$ cat src/rtl/systolic_output_collector.sv
// Aligns skewed systolic MAC lanes into rows and buffers them in a FWFT FIFO; row visible ARRAY_SIZE cycles after mac_valid.
// Rows pushed into a full FIFO without a same-cycle pop are dropped (sticky overflow); macro RELU_EN clamps negative lanes to 0.
module systolic_output_collector #(
    parameter int ARRAY_SIZE = 9,
    parameter int DATA_SIZE  = 8,
    parameter int FIFO_DEPTH = 4,
    parameter int TILE_ROWS  = 9
) (
    input  logic                             s_clk,
    input  logic                             reset,
    input  logic                             clear,
    input  logic [DATA_SIZE*ARRAY_SIZE-1:0]  macout,
    input  logic                             mac_valid,
    output logic [DATA_SIZE*ARRAY_SIZE-1:0]  out_data,
    output logic                             out_valid,
    input  logic                             out_ready,
    output logic [$clog2(FIFO_DEPTH):0]      fifo_count,
    output logic                             overflow,
    output logic                             done
);

    localparam int RW  = DATA_SIZE * ARRAY_SIZE;
    localparam int AW  = $clog2(FIFO_DEPTH);
    localparam int CW  = AW + 1;
    localparam int RCW = $clog2(TILE_ROWS + 1);

    logic [ARRAY_SIZE-2:0]  r_vpipe;
    logic [DATA_SIZE-1:0]   w_aligned [ARRAY_SIZE];
    logic [RW-1:0]          w_row;

    logic [RW-1:0]          r_mem [FIFO_DEPTH];
    logic [AW-1:0]          r_wr_ptr;
    logic [AW-1:0]          r_rd_ptr;
    logic [CW-1:0]          r_count;
    logic                   r_overflow;
    logic [RCW-1:0]         r_row_cnt;
    logic                   r_done;

    logic                   w_push;
    logic                   w_pop;
    logic                   w_full;
    logic                   w_wr;

    // Lane j arrives j cycles late, so it needs ARRAY_SIZE-1-j stages; the last lane feeds the FIFO directly.
    for (genvar j = 0; j < ARRAY_SIZE; j++) begin : g_lane
        localparam int D = ARRAY_SIZE - 1 - j;
        if (D == 0) begin : g_direct
            assign w_aligned[j] = macout[DATA_SIZE*j +: DATA_SIZE];
        end else begin : g_dly
            logic [DATA_SIZE-1:0] r_sr [D];
            always_ff @(posedge s_clk or negedge reset) begin
                if (!reset) begin
                    for (int k = 0; k < D; k++) r_sr[k] <= '0;
                end else begin
                    r_sr[0] <= macout[DATA_SIZE*j +: DATA_SIZE];
                    for (int k = 1; k < D; k++) r_sr[k] <= r_sr[k-1];
                end
            end
            assign w_aligned[j] = r_sr[D-1];
        end
    end

    always_ff @(posedge s_clk or negedge reset) begin
        if (!reset) begin
            r_vpipe <= '0;
        end else if (clear) begin
            r_vpipe <= '0;
        end else begin
            r_vpipe[0] <= mac_valid;
            for (int k = 1; k < ARRAY_SIZE - 1; k++) r_vpipe[k] <= r_vpipe[k-1];
        end
    end

    always_comb begin
        w_row = '0;
        for (int j = 0; j < ARRAY_SIZE; j++) begin
`ifdef RELU_EN
            w_row[DATA_SIZE*j +: DATA_SIZE] = w_aligned[j][DATA_SIZE-1] ? '0 : w_aligned[j];
`else
            w_row[DATA_SIZE*j +: DATA_SIZE] = w_aligned[j];
`endif
        end
    end

    assign w_push = r_vpipe[ARRAY_SIZE-2];
    assign w_pop  = (r_count != '0) && out_ready;
    assign w_full = (r_count == CW'(FIFO_DEPTH));
    // A full FIFO still accepts a row when the head leaves in the same cycle.
    assign w_wr   = w_push && (!w_full || w_pop);

    always_ff @(posedge s_clk) begin
        if (w_wr && !clear) r_mem[r_wr_ptr] <= w_row;
    end

    always_ff @(posedge s_clk or negedge reset) begin
        if (!reset) begin
            r_wr_ptr   <= '0;
            r_rd_ptr   <= '0;
            r_count    <= '0;
            r_overflow <= 1'b0;
        end else if (clear) begin
            r_wr_ptr   <= '0;
            r_rd_ptr   <= '0;
            r_count    <= '0;
            r_overflow <= 1'b0;
        end else begin
            if (w_wr)  r_wr_ptr <= r_wr_ptr + AW'(1);
            if (w_pop) r_rd_ptr <= r_rd_ptr + AW'(1);
            if (w_wr && !w_pop)      r_count <= r_count + CW'(1);
            else if (!w_wr && w_pop) r_count <= r_count - CW'(1);
            if (w_push && w_full && !w_pop) r_overflow <= 1'b1;
        end
    end

    always_ff @(posedge s_clk or negedge reset) begin
        if (!reset) begin
            r_row_cnt <= '0;
            r_done    <= 1'b0;
        end else if (clear) begin
            r_row_cnt <= '0;
            r_done    <= 1'b0;
        end else begin
            r_done <= 1'b0;
            if (w_pop) begin
                if (r_row_cnt == RCW'(TILE_ROWS - 1)) begin
                    r_row_cnt <= '0;
                    r_done    <= 1'b1;
                end else begin
                    r_row_cnt <= r_row_cnt + RCW'(1);
                end
            end
        end
    end

    assign out_valid  = (r_count != '0);
    assign out_data   = out_valid ? r_mem[r_rd_ptr] : '0;
    assign fifo_count = r_count;
    assign overflow   = r_overflow;
    assign done       = r_done;

endmodule

$ cat config.mk
export PLATFORM = sky130hd
export DESIGN_NAME = systolic_output_collector
export DESIGN_NICKNAME = d
export VERILOG_FILES = /design/src/rtl/systolic_output_collector.sv
export SDC_FILE = /design/constraint.sdc
export NUM_CORES = 1
export LEC_CHECK = 0
export ABC_AREA = 0
export CAP_MARGIN = 20
export CORE_MARGIN = 5
export CORE_UTILIZATION = 30
export CTS_CLUSTER_DIAMETER = 40
export DETAILED_ROUTE_END_ITERATION = 10
export GPL_ROUTABILITY_DRIVEN = 0
export SYNTH_ARGS = -nofsm -noshare
export SYNTH_HDL_FRONTEND = slang
export SYNTH_SLANG_ARGS = --single-unit
$ cat constraint.sdc
create_clock -name s_clk -period 7.65 [get_ports s_clk]
set_input_delay 0.765 -clock s_clk [delete_from_list [all_inputs] [get_ports s_clk]]
set_output_delay 0.765 -clock s_clk [all_outputs]
set_load 0.01 [all_outputs]
==> out/qor.csv, run 1 <==
metric,value,unit
largest net degree at the start of global routing,166,
Ant. Diodes,0,
vias in the first global route,9267,
Die ar.,0.0692,mm²
final hold violations,0,
fmax,243,MHz
CORE AREA,0.0633,mm²
hold_buf cts,0,
Setup Viol. Count Final,0,
Worst Path Required,6.88,ns
Antenna Nets Post-Route,0,
"Clk Latency, worst-skew pair",0.60,ns
hold slack,0.137,ns
PD cells,316,mW/mm²
crit path DAT,3.35,ns
Sink Count,597,
syn_nets,940,
layout cells sized above 1,0.213,
Pre-Repair DR Iteration Count,4,
Post-synth EDFFs,288,
# Post-CTS Setup Buffers,0,
HPWL after detailed placement,18.3,mm
Clock Tree Buf Depth,3,
WL per Instance,16.7,µm
status,completed,
Gate Count Post-Synth,856,
first-pass GRT wire length,53.8,mm
top_reg_cell synth,dfrtp_1,
CTS tree,done,
"FFs w/ async S/R, synth",0.518,
cell row count,92,
antenna violations before repair,1,
"CTS clk-pin slew, worst paths",0.05,ns
largest cells by area after synthesis,"edfxtp_1 (45%), dfrtp_1 (40%), mux4_2 (8.4%)",
DRC,0,
Synth area leader,edfxtp_1,
chip width,263,µm
final wirelength,33.5,mm
WP buf/inv,2,
Peak VDD IR,187,µV
P_leak,0.00917,µW
vias per cell,4.12,
total grt overflow,0,
FF-to-FF Start,fifo_count[2]$_DFFE_PN0P_,
Crit. End Element,output pin,
IO buf count,154,
Initial DRC Count,402,
HP Class,input pin to async pin,
"Warnings, synthesis",0,
Tmin final,4.11,ns
Initial Util,0.303,
R2R Setup Slk,4.78,ns
Post-CTS Resized,0,
Netlist cell types,41,
Critical Path Start Type,register,
Reg2Reg Depth,4,
GRT Total Usage,0.0983,
CP cell instances,"buf_4, mux4_2, and2_1, clkdlybuf4s50_1",
"flops & latches, synth",597,
skew final,0.0104,ns
"count leader, synth",dfrtp_1,
IO Count,155,
detailed-route via count,8252,
maxcap violations,0,
Root Buffer,clkbuf_16,
Synth Area per Inst,22.4,µm²
Area growth syn-to-layout,29.4,%
Post-synth top cells,"dfrtp_1 (309), edfxtp_1 (288), and2_1 (76)",
worst-margin pin slew,0.917,ns
Final TNS setup,0,ns
Relative slew margins,0.388,
crit path kind,register to output pin,
CP Max Fanout,32,
"Slowest-stage cell, CP",dfrtp_4,
cts bufs inserted,89,
htree depth,3,
Synth top area share,0.450,
cell family with most CP delay,buffers and inverters,
Final nets,1164,
register area share after synthesis,0.853,
Max stage delay on crit path,0.87,ns
RSZ-0062 raised after global routing,no,
die height,263,µm
Final period util,0.538,
RR Endpoint,r_mem[3][3]$_DFFE_PP_,
Syn Std Cell Area,0.0192,mm²
Max Slew Vio Count,0,
==> registers in the layout, indices dropped and copies added, names as in the netlist <==
name	count
fifo_count	3
r_rd_ptr	2
r_wr_ptr	2
done	1
r_mem	288
r_vpipe	8
g_lane.g_dly.r_sr	288
r_row_cnt	4
overflow	1
==> how the worst max path moves through the flow <==
| stage | startpoint | to | slack, ns | cells after the start |
|---|---|---|---|---|
| after floorplan | out_ready | r_mem[0][0]$_DFFE_PP_ | 4.46 | 3 |
| after global placement | out_ready | r_mem[2][11]$_DFFE_PP_ | 3.65 | 5 |
| after detailed placement | out_ready | r_mem[3][11]$_DFFE_PP_ | 3.68 | 5 |
| after CTS | r_rd_ptr[0]$_DFFE_PN0P_ | out_data[68] | 3.35 | 4 |
| after global routing | r_rd_ptr[0]$_DFFE_PN0P_ | out_data[68] | 3.23 | 4 |
| final | r_rd_ptr[0]$_DFFE_PN0P_ | out_data[68] | 3.54 | 4 |
==> metrics by stage <==
stage / utilization / total power [µW] / cells / setup slack (ns) / instance area, µm²
after floorplan: - / 3640 / 856 / 4.46 / 19200
after global placement: 0.343 / 3790 / 1835 / 3.65 / 21700
after detailed placement: 0.343 / 3800 / 1835 / 3.68 / 21700
after CTS: 0.393 / 7990 / 2003 / 3.35 / 24900
after global routing: 0.393 / 8180 / 2003 / 3.23 / 24900
final: 0.393 / 7860 / 2003 / 3.54 / 24900
==> cells in the final DEF (no fill, tap or decap), types with 8 or more instances in the layout <==
| cell | count |
|---|---|
| and2_1 | 72 |
| dfrtp_1 | 307 |
| clkdlybuf4s50_1 | 153 |
| clkinv_2 | 12 |
| edfxtp_1 | 288 |
| buf_4 | 9 |
| inv_1 | 8 |
| clkbuf_16 | 95 |
| nor2b_1 | 8 |
| inv_6 | 13 |
| nor2_1 | 8 |
| bufinv_16 | 9 |
| mux4_2 | 72 |
| clkbuf_1 | 10 |
| clkinv_4 | 8 |
==> per-layer routing <==
layer | track usage | part of all wire | up-vias
met2 | 0.158 | 0.49 | 198
met3 | 0.0334 | 0.062 | 80
met1 | 0.125 | 0.42 | 4313
li1 | - | - | 3659
met5 | 0 | 0.00036 | -
met4 | 0.0349 | 0.023 | 2
==> layout make-up <==
class	count	area, µm²
Tap cell	846	1060
Sequential cell	597	16400
Inverter	8	30.0
Clock inverter	59	678
Fill cell	5714	38400
Multi-Input combinational cell	220	2610
Clock buffer	109	2470
Timing Repair Buffer	164	1630
==> power by group <==
part,internal (µW),switching (µW)
Sequential,3450,42.2
Clock,2650,1490
Combinational,123,110
==> logic make-up after synthesis <==
logic type	after synthesis	synth area share
adders and majority gates	7	0.00495
DFF	597	0.853
AOI/OAI and AO/OA	23	0.00801
and+or+nand+nor	114	0.0363
muxes	72	0.0844
buffers and inverters	39	0.0120
xor gates and xnor gates	4	0.00182
Note: power is estimated with default switching activity, not from simulation.
==> run 2, diff against run 1 <==
Clock period 7.65 ns to 3.7 ns, I/O delays scaled along.
==> run 2 against run 1 <==
  * Sequential cell count stayed put
  * Utilization is 0.65 points higher
  * Sequential share of layout area is 1.1 points lower
  * Critical path type unchanged
==> out/qor.csv, run 2 (synthesized netlist as in run 1, its figures left out) <==
metric,value,unit
GRT Total Usage,0.104,
chip width,263,µm
"commonest non-fill, non-tap cell in the layout",dfrtp_1,
R2R Setup Slk,1.36,ns
launch point of the worst path,r_rd_ptr[0]$_DFFE_PN0P_,
DRC,0,
total grt overflow,0,
sw frac,0.218,
FF-to-FF Start,fifo_count[1]$_DFFE_PN0P_,
crit path kind,register to output pin,
Internal,13200,µW
vias in the first global route,9534,
area occupied by multi-input gates,0.00261,mm²
Die ar.,0.0692,mm²
"Clk Latency, worst-skew pair",0.62,ns
Peak VDD IR,352,µV
Worst Path Required,3.33,ns
RSZ-0062 raised after global routing,no,
post-route cell area,0.0253,mm²
Reg2Reg Depth,6,
"CTS clk-pin slew, worst paths",0.06,ns
register area,0.0164,mm²
fmax,302,MHz
Clock Tree Buf Depth,3,
# Post-CTS Setup Buffers,0,
Post-CTS Resized,0,
Setup Viol. Count Final,0,
HPWL after detailed placement,19.4,mm
CTS tree,done,
PD cells,667,mW/mm²
Pre-Repair DR Iteration Count,4,
crit path DAT,2.94,ns
IO buf count,154,
cell row count,92,
Crit. End Element,output pin,
hold slack,0.186,ns
most frequent cells in the layout,"dfrtp_1 (307), edfxtp_1 (288), clkdlybuf4s50_1 (153)",
antenna violations before repair,2,
maxcap violations,0,
skew final,0.0179,ns
largest registers,"g_lane.g_dly.r_sr (288), r_mem (288), r_vpipe (8)",
hold_buf cts,1,
Initial DRC Count,434,
vias per cell,4.17,
P_leak,0.00936,µW
filler instances,5606,
Relative slew margins,0.444,
Final period util,0.895,
non-filler instance count after layout,2025,
P_sw,3670,µW
Area growth syn-to-layout,31.6,%
layout cells sized above 1,0.234,
RR Endpoint,fifo_count[2]$_DFFE_PN0P_,
Clock power frac,0.542,
Tmin final,3.31,ns
Final nets,1178,
Critical Path Start Type,register,
CP endpoint,out_data[25],
worst-margin pin slew,0.834,ns
Reg power frac,0.428,
largest net degree at the start of global routing,90,
Sink Count,597,
first-pass GRT wire length,56.1,mm
Final TNS setup,0,ns
Area after DPL,0.0219,mm²
Antenna Nets Post-Route,0,
final hold violations,0,
Comb power frac,0.030,
CP Max Fanout,44,
final wirelength,35.4,mm
Initial Util,0.303,
CORE AREA,0.0633,mm²
Inst Count DP,1841,
HP Class,input pin to register,
cts bufs inserted,96,
IO Count,155,
Max Slew Vio Count,0,
die height,263,µm
status,completed,
WL per Instance,17.5,µm
detailed-route via count,8442,
htree depth,3,
Root Buffer,clkbuf_16,
run 2: final cells by class:
type	instances	area share
diodes	1	0.0000990
well taps	846	0.0419
clock inverters	71	0.0316
repair buffers	171	0.0703
inverters	8	0.00119
flip-flops and latches	597	0.648
multi-input cells	220	0.103
clock buffers	111	0.103
run 2: critical path, cell delays in order, from the launching register on:
cell	delay (ns)
dfrtp_4	0.61
buf_12	0.39
mux4_2	0.57
and2_1	0.23
clkdlybuf4s50_1	0.50
run 2: power groups by stage:
stage | Combinational [µW] | Sequential, µW | Clock [µW]
5_1_grt | 556 | 7240 | 9740
6_report | 502 | 7220 | 9150
4_1_cts | 526 | 7220 | 9410
2_1_floorplan | 212 | 7310 | 0
3_3_place_gp | 518 | 7340 | 0
3_5_place_dp | 523 | 7350 | 0
run 2: how the worst min path moves through the flow:
stage | startpoint | cells after the start | to
2_1_floorplan | reset | 0 | done$_DFF_PN0_
3_3_place_gp | g_lane[2].g_dly.r_sr[16]$_DFF_PN0_ | 0 | g_lane[2].g_dly.r_sr[8]$_DFF_PN0_
3_5_place_dp | g_lane[0].g_dly.r_sr[19]$_DFF_PN0_ | 0 | g_lane[0].g_dly.r_sr[11]$_DFF_PN0_
4_1_cts | macout[41] | 1 | g_lane[5].g_dly.r_sr[17]$_DFF_PN0_
5_1_grt | macout[31] | 1 | g_lane[3].g_dly.r_sr[39]$_DFF_PN0_
6_report | macout[41] | 1 | g_lane[5].g_dly.r_sr[17]$_DFF_PN0_
run 2: per-stage QoR:
step / utilization / power (µW) / setup WS, ns
finish: 0.399 / 16900 / 0.389
floorplan: - / 7520 / 0.571
global placement: 0.345 / 7860 / 0.784
CTS: 0.399 / 17200 / 0.216
global route: 0.399 / 17500 / 0.171
detailed placement: 0.345 / 7870 / 0.826
run 2: metal layers:
metal | global-route usage | vias to the layer above | wire, µm
met5 | 0 | - | 0
met4 | 0.0405 | 0 | 1030
met3 | 0.0337 | 84 | 1970
met2 | 0.168 | 230 | 17600
met1 | 0.131 | 4422 | 14900
li1 | - | 3706 | -
